[config.mk]
export PLATFORM = sky130hd
export DESIGN_NAME = seg7_display_mux
export DESIGN_NICKNAME = d
export VERILOG_FILES = /design/src/rtl/seg7_display_mux.sv
export SDC_FILE = /design/constraint.sdc
export NUM_CORES = 1
export LEC_CHECK = 0
export BUFFER_PORTS_ARGS = -buffer_cell sky130_fd_sc_hd__buf_2
export CAP_MARGIN = 20
export CORE_ASPECT_RATIO = 1.1
export CORE_MARGIN = 5
export CORE_UTILIZATION = 30
export DETAILED_ROUTE_END_ITERATION = 6
export HOLD_SLACK_MARGIN = 0.03
export SLEW_MARGIN = 25
export SYNTH_ARGS = -nofsm -noshare
export SYNTH_HDL_FRONTEND = slang
export SYNTH_SLANG_ARGS = --single-unit
export TNS_END_PERCENT = 5
[constraint.sdc]
create_clock -name clk -period 3.5 [get_ports clk]
set_clock_uncertainty 0.15 [all_clocks]
set_input_delay 0.175 -clock clk [delete_from_list [all_inputs] [get_ports clk]]
set_output_delay 0.175 -clock clk [all_outputs]
set_load 0.02 [all_outputs]
[src/rtl/seg7_display_mux.sv]
// Four-digit common-anode seven-segment scanner for MM.SS stopwatch digits.
// Optional adjust-mode blinking of the selected digit pair when SEG7_BLINK_EN is defined.
module seg7_display_mux #(
  parameter int DIGIT_TICKS = 100_000,
  parameter int BLINK_TICKS = 25_000_000
) (
  input  logic       clk,
  input  logic       rst,
  input  logic [3:0] sec_1s,
  input  logic [3:0] sec_10s,
  input  logic [3:0] min_1s,
  input  logic [3:0] min_10s,
  input  logic       adj,
  input  logic       sel,
  output logic [3:0] an,
  output logic [6:0] seg,
  output logic       dp
);

  localparam int PW = (DIGIT_TICKS > 1) ? $clog2(DIGIT_TICKS) : 1;

  logic [PW-1:0] r_pre;
  logic [1:0]    r_idx;
  logic          w_pre_tc;
  logic [3:0]    w_digit;
  logic [3:0]    w_an;
  logic [3:0]    w_blank;

  function automatic logic [6:0] bcd_to_seg(input logic [3:0] d);
    logic [6:0] s;
    case (d)
      4'd0:    s = 7'h40;
      4'd1:    s = 7'h79;
      4'd2:    s = 7'h24;
      4'd3:    s = 7'h30;
      4'd4:    s = 7'h19;
      4'd5:    s = 7'h12;
      4'd6:    s = 7'h02;
      4'd7:    s = 7'h78;
      4'd8:    s = 7'h00;
      4'd9:    s = 7'h10;
      default: s = 7'h7F;
    endcase
    return s;
  endfunction

  assign w_pre_tc = (r_pre == PW'(DIGIT_TICKS - 1));

  // Scan prescaler and digit ring
  always_ff @(posedge clk) begin
    if (!rst) begin
      r_pre <= '0;
      r_idx <= 2'd0;
    end else if (w_pre_tc) begin
      r_pre <= '0;
      r_idx <= r_idx + 2'd1;
    end else begin
      r_pre <= r_pre + PW'(1);
    end
  end

`ifdef SEG7_BLINK_EN
  localparam int BW = (BLINK_TICKS > 1) ? $clog2(BLINK_TICKS) : 1;

  logic [BW-1:0] r_bcnt;
  logic          r_phase;
  logic          w_blink_tc;

  assign w_blink_tc = (r_bcnt == BW'(BLINK_TICKS - 1));

  always_ff @(posedge clk) begin
    if (!rst || !adj) begin
      r_bcnt  <= '0;
      r_phase <= 1'b0;
    end else if (w_blink_tc) begin
      r_bcnt  <= '0;
      r_phase <= ~r_phase;
    end else begin
      r_bcnt  <= r_bcnt + BW'(1);
    end
  end

  // Live adj gates blanking so leaving adjust mode un-blanks on the very next edge.
  always_comb begin
    w_blank = 4'b0000;
    if (adj && r_phase)
      w_blank = sel ? 4'b0011 : 4'b1100;
  end
`else
  logic w_unused_ctrl;
  assign w_unused_ctrl = adj ^ sel;
  assign w_blank       = 4'b0000;
`endif

  always_comb begin
    w_digit = sec_1s;
    case (r_idx)
      2'd0: w_digit = sec_1s;
      2'd1: w_digit = sec_10s;
      2'd2: w_digit = min_1s;
      2'd3: w_digit = min_10s;
      default: w_digit = sec_1s;
    endcase
    w_an = ~(4'b0001 << r_idx);
  end

  // Output register: driven from the pre-update slot and live digits
  always_ff @(posedge clk) begin
    if (!rst) begin
      an  <= 4'b1111;
      seg <= 7'h7F;
      dp  <= 1'b1;
    end else begin
      an  <= w_an | w_blank;
      seg <= bcd_to_seg(w_digit);
      dp  <= (r_idx != 2'd2);
    end
  end

endmodule

After elaboration in Yosys (flattened, before gate mapping)
Memories as Yosys holds them, arrays and structs flattened. A register that Yosys moved wholly into a read port is not among the register bits.
Index checks and enable logic that the tools add are counted.
{"block": "totals", "regBits": 24, "mem_bits_ro": 112, "inputBits": 20, "output_inout_bits": 12, "word_cells": 19, "memories": 1}
{"memory": "(name not given)", "words": 16, "word_bits": 7, "rd": 1, "rd_clocked_by_memory_dff": 1, "write_ports": 0, "line": "31", "source": "case (d)"}
{"block": "classes", "add_sub_neg": 2, "eq_ne": 5, "n_shift": 1, "n_mux": 1, "bitwise": 2, "n_reduce_logical": 3}
{"op": "$add A17 B1 Y17 const B", "n": 1}
{"op": "$eq A17 B17 Y1 const B", "n": 1}
{"op": "$pmux W4 S4", "n": 1}
{"op": "$eq A2 B2 Y1 const B", "n": 2}
{"op": "$not A4 Y4", "n": 1}
{"op": "$shl A1 B2 Y4 const A", "n": 1}
{"op": "$add A2 B1 Y2 const B", "n": 1}
{"op": "$eq A2 B1 Y1 const B", "n": 1}
{"op": "$logic_not A2 Y1", "n": 1}
{"op": "$ne A2 B2 Y1 const B", "n": 1}
{"op": "$reduce_or A2 Y1", "n": 1}
{"op": "$logic_not A1 Y1", "n": 1}
{"op": "$not A1 Y1", "n": 1}

Logic depth before layout (Yosys ltp)
Gate-level depths: netlist of run 1.
{"block": "depth", "depth_word": 2, "mapped_depth": 8, "ltp_nobuf": 8}

Worst setup path before layout of run 1
Ideal clock, no wire load.
{"block": "synth_timing", "path_kind": "reg2reg", "from": "register r_idx[0]", "to": "register seg[6]", "setup_ns": 0.126, "arrival_ns": 1.870, "required_ns": 3.224, "path_slack_ns": 1.354, "stages_incl_launch_ff": 8, "n_path_buf": 0, "synth_period_minus_slack_ns": 2.146, "cell_sequence": "dfxtp_1 -> inv_1 -> ha_1 -> a222oi_1 -> mux2i_4 -> ha_1 -> mux2_2 -> a2bb2oi_1"}
{"block": "synth_between", "elab_chain_cells": 2, "elab_cells_between_ends": 5, "classes_between": "3 x eq/ne; 1 x mux; 1 x reduce/logical"}
{"element": "from (decl)", "line": "23", "source": "logic [1:0] r_idx;"}
{"element": "from (signal assigned)", "line": "56", "source": "r_idx <= r_idx + 2'd1;"}
{"element": "$eq A2 B2 Y1, or another cell as far along", "line": "97", "source": "case (r_idx)"}
{"element": "$pmux W4 S4 (*)", "line": "97"}
{"element": "to (decl)", "line": "16", "source": "output logic [6:0] seg,"}
Every way passes the cells marked *; elsewhere a longest branch is shown, timed or not.
A chain may end at the register's enable or synchronous reset.

Worst setup path in the final report of run 1
Same ends and word-level chain as after synthesis.

==> results of run 1 <==
## synthesized netlist by cell type (all sizes together) (4+ instances only)
| master | n | area (um2) |
|---|---|---|
| and2 | 5 | 31.28 |
| a222oi | 4 | 40.04 |
| mux2i | 5 | 62.56 |
| buf | 4 | 31.27 |
| ha | 9 | 112.6 |
| dfxtp | 30 | 600.6 |
| and3 | 5 | 32.53 |
| a21oi | 6 | 33.78 |
| o21ai | 8 | 40.04 |
| nor2 | 10 | 37.54 |
| nand3 | 4 | 20.02 |
| inv | 9 | 33.78 |
| xor2 | 9 | 78.83 |
| nand2 | 12 | 52.55 |
| nand4 | 10 | 62.56 |
## final timing paths
path,from,to
hold / removal,rst,an[1]$_SDFF_PN1_
hold reg to reg,r_pre[0]$_SDFF_PP0_,r_pre[0]$_SDFF_PP0_
setup / recovery,r_idx[0]$_SDFFE_PN0N_,seg[6]$_SDFF_PN1_
setup reg to reg,r_idx[0]$_SDFFE_PN0N_,seg[6]$_SDFF_PN1_
## kinds of logic (layout without fill, tap and decap cells)
kind of cell / count (synthesis) / after routing / synth area share
adder cells (fa/ha/maj): 9 / 9 / 0.07488
multiplexers: 8 / 8 / 0.06406
XOR/XNOR: 12 / 12 / 0.06989
AND/OR/NAND/NOR: 59 / 59 / 0.2280
flip-flops: 30 / 30 / 0.3993
buffers and inverters: 16 / 44 / 0.06238
AO/OA/AOI/OAI: 23 / 23 / 0.1015
## power by group through the flow
stage	Combinational [W]	Sequential (W)	Clock, W
2_1_floorplan	0.0000281	0.000369	0
3_3_place_gp	0.0000564	0.000361	0
3_5_place_dp	0.0000567	0.000361	0
4_1_cts	0.0000570	0.000354	0.000277
5_1_grt	0.0000635	0.000355	0.000292
6_report	0.0000562	0.000354	0.000271
## final cells by class
type / instances / area, um2 / share of cell area
multi-input combinational: 111 / 809.5 / 0.4641
sequential: 30 / 600.6 / 0.3443
timing repair buffer: 29 / 145.1 / 0.08321
clock buffer: 6 / 82.58 / 0.04735
tap: 58 / 72.57 / 0.04161
inverter: 9 / 33.78 / 0.01937
## worst max-delay path, delay by kind of cell (launching register included)
kind / cells / cell delay (ns)
buffers and inverters: 1 / 0.10
adder cells (fa/ha/maj): 2 / 0.51
multiplexers: 2 / 0.45
AO/OA/AOI/OAI: 2 / 0.61
flip-flops: 1 / 0.39
## state kept, by name (all words and copies together) (netlist names)
register and count:
seg 7, r_idx 2, r_pre 17, an 3, dp 1
## per-stage QoR
| stage | util | hold WS [ns] |
|---|---|---|
| floorplan | - | 0.2627 |
| global placement | 0.3369 | 0.2761 |
| detailed placement | 0.3369 | 0.2834 |
| CTS | 0.3536 | 0.06001 |
| global route | 0.3536 | 0.08215 |
| finish | 0.3536 | 0.06427 |
## metal layers
metal,routed length [um],vias to the layer above,track usage
met5,0,-,0
met4,55,0,0.05156
met3,160,6,0.03326
met2,1466,28,0.1685
met1,1351,512,0.1120
li1,-,615,-
==> summary.md, run 1 <==
| Metric | Value |
|---|---|
| Fin crit share | 0.6679 |
| Power Density | 390.7 mW/mm2 |
| Commonest cells after routing, fill and taps aside | dfxtp_1 (30), buf_2 (29), nand2_1 (11) |
| Sw Ratio | 0.2297 |
| Layout cell share with drive strength beyond 1 | 0.2432 |
| Final worst slack | 1.162 ns |
| Synthesized instance count | 157 |
| Layout Cells excl Fill | 243 |
| RSZ-0062 raised after global routing | false |
| Commonest non-fill, non-tap cell in the layout | dfxtp_1 |
| WL final | 3033 um |
| CTS Buffer Depth | 2 |
| Clk_lat worst skew | 0.28 ns |
| Startpoint types | register |
| DRC | 0 |
| Rows | 27 |
| Post-layout min period | 2.338 ns |
| First drt pass iteration count | 4 |
| Crit Path Class | register to register |
| DP Worst Slack | 1.182 ns |
| Resize count post-CTS | 0 |
| CTS H-tree lvls | 2 |
| # IOs | 32 |
| Final setup fails | 0 |
| Max Cap Viol | 0 |
| Post-layout net count | 215 |
| Syn Nets | 186 |
| Path depth of the worst reg2reg path | 7 |
| CTS clk-pin slew, worst paths | 0.06 ns |
| Fin. Hold Viols | 0 |
| Clock network power share | 0.398 |
| Status | finished clean |
| CTS tree | built |
| Crit-path cells | inv_1 > ha_1 > a222oi_1 > mux2i_4 > ha_1 > mux2_2 > a2bb2oi_1 |
| CTS Hold Buffers Added | 0 |
| Lkg Pwr | 0.7419 nW |
| Vias per inst | 4.778 |
| Routed wire per std cell | 12.48 um |
| Placer Congestion | 0.7683 |
| Post-DRT Antenna Nets | 0 |
| Fillcell total | 495 |
| Post-synthesis sequential area ratio | 0.3993 |
| Mapped cell area | 0.001504 mm2 |
| Reg2Reg Setup Slack | 1.16 ns |
| Area Overhead vs Synth | 15.97% |
| DIE AREA | 0.006531 mm2 |
| Register bit total from synthesis | 30 |
| Die W | 77.51 um |
| DIE HEIGHT | 84.26 um |
| CP max stage cell | a222oi_1 |
| Final Max Slew Viols | 0 |
| Crit-path max FO | 8 |
| Slew @ Worst Pin | 0.5205 ns |
| GRT Total Usage | 0.1003 |
| Max-slew headroom | 0.6431 |
| Initial drt markers | 49 |
| Core box area | 0.004932 mm2 |
| DP HPWL | 2190 um |
| Final instance area | 0.001744 mm2 |
| Switching pwr | 0.0001565 W |
| Sequential Power Share | 0.519 |
| Worst vdd ir | 0.2975 mV |
| Largest net degree at the start of global routing | 19 |
| Worst hold path class | primary input to register |
| Synth warn | 0 |
| Worst EP arrival | 2.34 ns |
| Most used DFF post-synth | dfxtp_1 |
| Initial Util | 0.3049 |
| Int Power | 0.0005250 W |
| Via Count | 1161 |
| Root Driver | clkbuf_8 |
| Syn Area/Cell | 9.579 um2 |
| Post-synth ARST share | 0 |
| Vias in the first global route | 1226 |
| Total negative slack | 0 ns |
| Overall power | 0.0006815 W |
| Placed cell count | 237 |
| Critical path endpoint category | register |
| Slowest stage delay, CP | 0.47 ns |
| Clk sinks | 30 |
| Critical Path Most Common Cell | ha_1 |
| Fmax achieved | 427.8 MHz |
| Hold path depth | 2 |
| Gr ovfl total | 0 |
| Initial antenna violation count | 0 |
| Setup Buffers After CTS | 0 |
| Dpl cell area | 0.001662 mm2 |
| First-pass GRT wire length | 5326 um |
| Number of flops mapped to enable cells by yosys | 0 |
| Cts bufs inserted | 5 |
| WP data required | 3.50 ns |
| IO buf count | 29 |
| N_diodes | 0 |
| Synth cell types | 39 |
| Combinational Power Share | 0.082 |
Power figures use the tool's default switching activity.
==> run 2: changes to the inputs <==
==> constraint.sdc (replaced) <==
create_clock -name clk -period 1.9 [get_ports clk]
set_clock_uncertainty 0.15 [all_clocks]
set_input_delay 0.095 -clock clk [delete_from_list [all_inputs] [get_ports clk]]
set_output_delay 0.095 -clock clk [all_outputs]
set_load 0.02 [all_outputs]
==> run 2 against run 1 <==
Against the previous run: the flow now finishes with violations (negative setup slack); critical path depth increased by 1; clock-buffer cell count is 1 lower; sequential share of layout area decreased by 4.4 points; combinational power rose by 120%; via count up 9.6%; clock power rose by 130%; utilization increased by 5.6 points; wire length rose by 7.5%; non-clock buffer count up 18; die area stayed put; cell count rose by 8.2%; cell area rose by 16%; highest routed layer unchanged.
==> summary.md, run 2 (synthesis results as in run 1) <==
| Metric | Value |
|---|---|
| Status | finished with violations |
| Failing checks | negative setup slack |
| Post-layout min period | 2.039 ns |
| Placer Congestion | 0.7989 |
| Initial antenna violation count | 0 |
| Max-slew headroom | 0.7052 |
| Fillcell total | 510 |
| CTS Buffer Depth | 2 |
| Max Cap Viol | 0 |
| RSZ-0062 raised after global routing | true |
| Final setup fails | 7 |
| Commonest non-fill, non-tap cell in the layout | buf_2 |
| CTS clk-pin slew, worst paths | 0.07 ns |
| Power Density | 697.7 mW/mm2 |
| Final worst slack | -0.1387 ns |
| Worst vdd ir | 0.3459 mV |
| Fin. Hold Viols | 0 |
| Layout cell share with drive strength beyond 1 | 0.3951 |
| Largest net degree at the start of global routing | 11 |
| Die W | 77.51 um |
| Slew @ Worst Pin | 0.4337 ns |
| Via Count | 1273 |
| Clk sinks | 30 |
| DRC | 0 |
| Flip-flop count of the largest register after layout | 17 |
| Reg area | 605.6 um2 |
| Initial drt markers | 60 |
| Multi-input combinational cell area | 905.9 um2 |
| Root Driver | clkbuf_8 |
| Post-DRT Antenna Nets | 0 |
| Hold WS | 0.2027 ns |
| WL final | 3261 um |
| Rows | 27 |
| Clk_lat worst skew | 0.28 ns |
| DIE HEIGHT | 84.26 um |
| Routed wire per std cell | 12.40 um |
| CTS tree | built |
| WP data required | 1.92 ns |
| Post-layout net count | 233 |
| Fmax achieved | 490.5 MHz |
| DIE AREA | 0.006531 mm2 |
| Lkg Pwr | 0.8343 nW |
| GRT Total Usage | 0.1040 |
| Initial Util | 0.3049 |
| Startpoint types | register |
| Critical path endpoint category | register |
| IO buf count | 29 |
| Core box area | 0.004932 mm2 |
| Top flop regs | r_pre: 17 flops, seg: 7 flops, an: 3 flops |
| First-pass GRT wire length | 5444 um |
| Vias in the first global route | 1266 |
| Commonest cells after routing, fill and taps aside | buf_2 (29), dfxtp_1 (28), buf_4 (15) |
| # IOs | 32 |
| DP HPWL | 2329 um |
| Worst hold path class | primary input to register |
| N_diodes | 0 |
| Area Overhead vs Synth | 34.19% |
| Vias per inst | 4.840 |
| Gr ovfl total | 0 |
| Worst EP arrival | 2.06 ns |
| First drt pass iteration count | 4 |
| CTS H-tree lvls | 2 |
| Crit Path Class | register to register |
| Total negative slack | -0.3843 ns |
| Biggest register | r_pre |
| Crit-path max FO | 5 |
| Final Max Slew Viols | 0 |
| Fin crit share | 1.073 |
| Cts bufs inserted | 5 |
## run 2: final timing paths
check | from | to | slack [ns] | depth (start not counted)
hold / removal | sec_1s[2] | seg[3]$_SDFF_PN1_ | 0.20 | 5
hold reg to reg | r_pre[0]$_SDFF_PP0_ | r_pre[0]$_SDFF_PP0_ | 0.32 | 1
setup reg to reg | r_idx[0]$_SDFFE_PN0N_ | seg[6]$_SDFF_PN1_ | -0.14 | 8
setup / recovery | r_idx[0]$_SDFFE_PN0N_ | seg[6]$_SDFF_PN1_ | -0.14 | 8
## run 2: through the flow
step | cell area (um2) | std cells | power [W] | utilization | setup slack, ns
5_1_grt | 2018 | 263 | 0.001474 | 0.4092 | -0.1710
6_report | 2018 | 263 | 0.001408 | 0.4092 | -0.1387
2_1_floorplan | 1564 | 157 | 0.0007323 | - | -0.08982
3_5_place_dp | 1827 | 251 | 0.0007751 | 0.3704 | -0.1478
4_1_cts | 1979 | 261 | 0.001431 | 0.4013 | -0.1408
3_3_place_gp | 1827 | 251 | 0.0007757 | 0.3704 | -0.1556
## run 2: what timing repair did
action	CTS	global route
hold buffers	2	0
resized for setup	6	10
hold endpoints to repair	10	0
pin swaps	4	6
buffers inserted	0	2
cloned	0	0
setup endpoints to repair	7	22
## run 2: per-layer routing
metal  routed length (um)  vias up  global-route usage
met2                 1640       32              0.1746
li1                     -      657                   -
met4                   79        0             0.05625
met5                    0        -                   0
met1                 1379      579              0.1143
met3                  161        5             0.03541
## run 2: critical path, cell delays in order (launching register included)
cell and delay, ns:
dfxtp_4 0.40, inv_4 0.06, ha_4 0.17, a222oi_1 0.29
buf_4 0.18, mux2i_4 0.08, ha_2 0.20, mux2_4 0.26
a2bb2oi_1 0.13
## run 2: area by class of cell
cell class	instances	area share
clock buffer	5	0.03410
tap	58	0.03596
multi-input combinational	111	0.4489
clock inverter	3	0.01984
sequential	30	0.3001
inverter	9	0.01798
timing repair buffer	47	0.1432
## run 2: power breakdown
group          internal (W)  switching, W  leakage, nW
clock              0.000385      0.000247       0.0579
combinational     0.0000579     0.0000674        0.530
sequential         0.000644    0.00000633        0.246
==> run 3: changes to the inputs <==
--- a/config.mk
+++ b/config.mk
@@ -9,7 +9,7 @@
 export CAP_MARGIN = 20
 export CORE_ASPECT_RATIO = 1.1
 export CORE_MARGIN = 5
-export CORE_UTILIZATION = 30
+export CORE_UTILIZATION = 28
 export DETAILED_ROUTE_END_ITERATION = 6
 export HOLD_SLACK_MARGIN = 0.03
 export SLEW_MARGIN = 25
==> run 3 against run 2 <==
Against the previous run: the flow still finishes with violations (negative setup slack); setup slack improved by 0.0028 ns; combinational power barely moved; cell count rose by 4.9%; first-iteration DRC count fell by 30%; clock-buffer cell count rose by 1; critical path depth did not move; non-clock buffer count fell by 4; critical endpoint unchanged; sequential share of layout area rose by 0.68 points.
==> summary.md, run 3 (synthesis results as in run 1) <==
| Metric | Value |
|---|---|
| Startpoint types | register |
| Multi-input combinational cell area | 893.4 um2 |
| Slew @ Worst Pin | 0.5593 ns |
| CTS H-tree lvls | 2 |
| Top delay family on crit path | compound AO/OA/AOI/OAI gates |
| Fin. Hold Viols | 0 |
| Initial drt markers | 42 |
| Routed wire per std cell | 11.17 um |
| Hold endpoint | seg[0]$_SDFF_PN1_ |
| Status | finished with violations |
| Reg2reg end | seg[6]$_SDFF_PN1_ |
| Area Overhead vs Synth | 31.78% |
| Core box area | 0.005290 mm2 |
| Worst vdd ir | 0.2760 mV |
| DP HPWL | 2276 um |
| Final setup fails | 7 |
| Placer Congestion | 0.8273 |
| DIE AREA | 0.006938 mm2 |
| Commonest non-fill, non-tap cell in the layout | buf_2 |
| CTS tree | built |
| Root Driver | clkbuf_8 |
| Lkg Pwr | 0.8059 nW |
| Rows | 28 |
| Post-DRT Antenna Nets | 0 |
| Commonest cells after routing, fill and taps aside | buf_2 (29), dfxtp_1 (28), buf_4 (11) |
| Min-delay src | sec_1s[3] |
| Fin crit share | 1.072 |
| Final Max Slew Viols | 0 |
| Top flop regs | r_pre: 17 flops, seg: 7 flops, an: 3 flops |
| DRC | 0 |
| Clk sinks | 30 |
| Clk_lat worst skew | 0.28 ns |
| Crit-path max FO | 5 |
| Worst EP arrival | 2.06 ns |
| Crit Path Class | register to register |
| First drt pass iteration count | 4 |
| Reg-to-Reg Start | r_idx[0]$_SDFFE_PN0N_ |
| Cts bufs inserted | 5 |
| Placed cell count | 265 |
| Crit-path cells | inv_4 > ha_4 > a222oi_1 > buf_4 > mux2i_4 > ha_2 > mux2_4 > a2bb2oi_1 |
| Max Cap Viol | 0 |
| Post-layout min period | 2.036 ns |
| Hold path depth | 5 |
| N_diodes | 0 |
| RSZ-0062 raised after global routing | true |
| Largest net degree at the start of global routing | 15 |
| Reg area | 608.1 um2 |
| Flip-flop count of the largest register after layout | 17 |
| CTS Buffer Depth | 2 |
| CP Buf/Inv Count | 2 |
| Die W | 79.88 um |
| Utilization after layout | 0.3746 |
| Fillcell total | 546 |
| Slowest stage delay, CP | 0.40 ns |
| Failing checks | negative setup slack |
| First-pass GRT wire length | 5292 um |
| Biggest register | r_pre |
| GRT Total Usage | 0.09689 |
| Layout cell share with drive strength beyond 1 | 0.3682 |
| Gr ovfl total | 0 |
| IO buf count | 29 |
| Final worst slack | -0.1359 ns |
| Critical path endpoint category | register |
| Via Count | 1261 |
| WL final | 3082 um |
| Initial Util | 0.2843 |
| Layout Cells excl Fill | 276 |
| Max-slew headroom | 0.6165 |
| Initial antenna violation count | 0 |
| Fmax achieved | 491.2 MHz |
| Path depth of the worst reg2reg path | 8 |
| Vias in the first global route | 1226 |
| # IOs | 32 |
| Worst hold path class | primary input to register |
| Post-layout net count | 229 |
| Power Density | 633.3 mW/mm2 |
| Vias per inst | 4.569 |
| CP max stage cell | dfxtp_4 |
| WP data required | 1.92 ns |
| Reg2Reg Setup Slack | -0.14 ns |
| DIE HEIGHT | 86.87 um |
| CTS clk-pin slew, worst paths | 0.06 ns |
-- run 3: layout make-up --
| type | instances | area share |
|---|---|---|
| clock buffers | 6 | 0.03662 |
| well taps | 75 | 0.04735 |
| repair buffers | 43 | 0.1351 |
| multi-input cells | 111 | 0.4508 |
| flip-flops and latches | 30 | 0.3068 |
| clock inverters | 2 | 0.005051 |
| inverters | 9 | 0.01831 |
-- run 3: worst max path at each step --
stage                        end  cells after the start                   from  slack [ns]
2_1_floorplan  seg[6]$_SDFF_PN1_                      7  r_idx[0]$_SDFFE_PN0N_       -0.09
3_3_place_gp   seg[3]$_SDFF_PN1_                      9  r_idx[1]$_SDFFE_PN0N_       -0.16
3_5_place_dp   seg[3]$_SDFF_PN1_                      9  r_idx[1]$_SDFFE_PN0N_       -0.17
4_1_cts        seg[6]$_SDFF_PN1_                      8  r_idx[0]$_SDFFE_PN0N_       -0.13
5_1_grt        seg[4]$_SDFF_PN1_                      6  r_idx[0]$_SDFFE_PN0N_       -0.25
6_report       seg[6]$_SDFF_PN1_                      8  r_idx[0]$_SDFFE_PN0N_       -0.14
-- run 3: layer usage --
metal / vias up / wire (um) / global-route usage
li1: 648 / - / -
met1: 576 / 1317 / 0.1134
met2: 30 / 1538 / 0.1640
met3: 7 / 173 / 0.03209
met4: 0 / 53 / 0.03687
met5: - / 0 / 0
-- run 3: per-stage QoR --
step | total power (W) | hold WS [ns] | cell area, um2 | worst slack [ns] | setup TNS [ns]
2_1_floorplan | 0.0007323 | 0.2627 | 1564 | -0.08982 | -0.1571
3_3_place_gp | 0.0007766 | 0.2724 | 1838 | -0.1607 | -0.6250
3_5_place_dp | 0.0007782 | 0.2758 | 1838 | -0.1726 | -0.7133
4_1_cts | 0.001269 | 0.2386 | 1962 | -0.1338 | -0.6162
5_1_grt | 0.001322 | 0.2493 | 1982 | -0.2496 | -1.417
6_report | 0.001255 | 0.2257 | 1982 | -0.1359 | -0.6015
-- run 3: timing repair --
action | in CTS | in global routing
buffers inserted | 1 | 0
pin swaps | 3 | 2
gates cloned | 0 | 0
endpoints found under the hold margin | 10 | 0
hold buffers | 2 | 0
resized for setup | 6 | 5
endpoints found under the setup margin | 7 | 21
-- run 3: worst reg2reg max path: cells and delay by family, from the launching register on --
family | cells | cell delay, ns
AOI/OAI and AO/OA | 2 | 0.45
buffers and inverters | 2 | 0.24
muxes | 2 | 0.33
DFF | 1 | 0.40
adders and majority gates | 2 | 0.35
-- run 3: power by group --
| part | leakage [nW] | switching, W | internal [W] |
|---|---|---|---|
| combinational | 0.515 | 0.0000660 | 0.0000568 |
| sequential | 0.246 | 0.00000623 | 0.000643 |
| clock | 0.0450 | 0.000230 | 0.000253 |
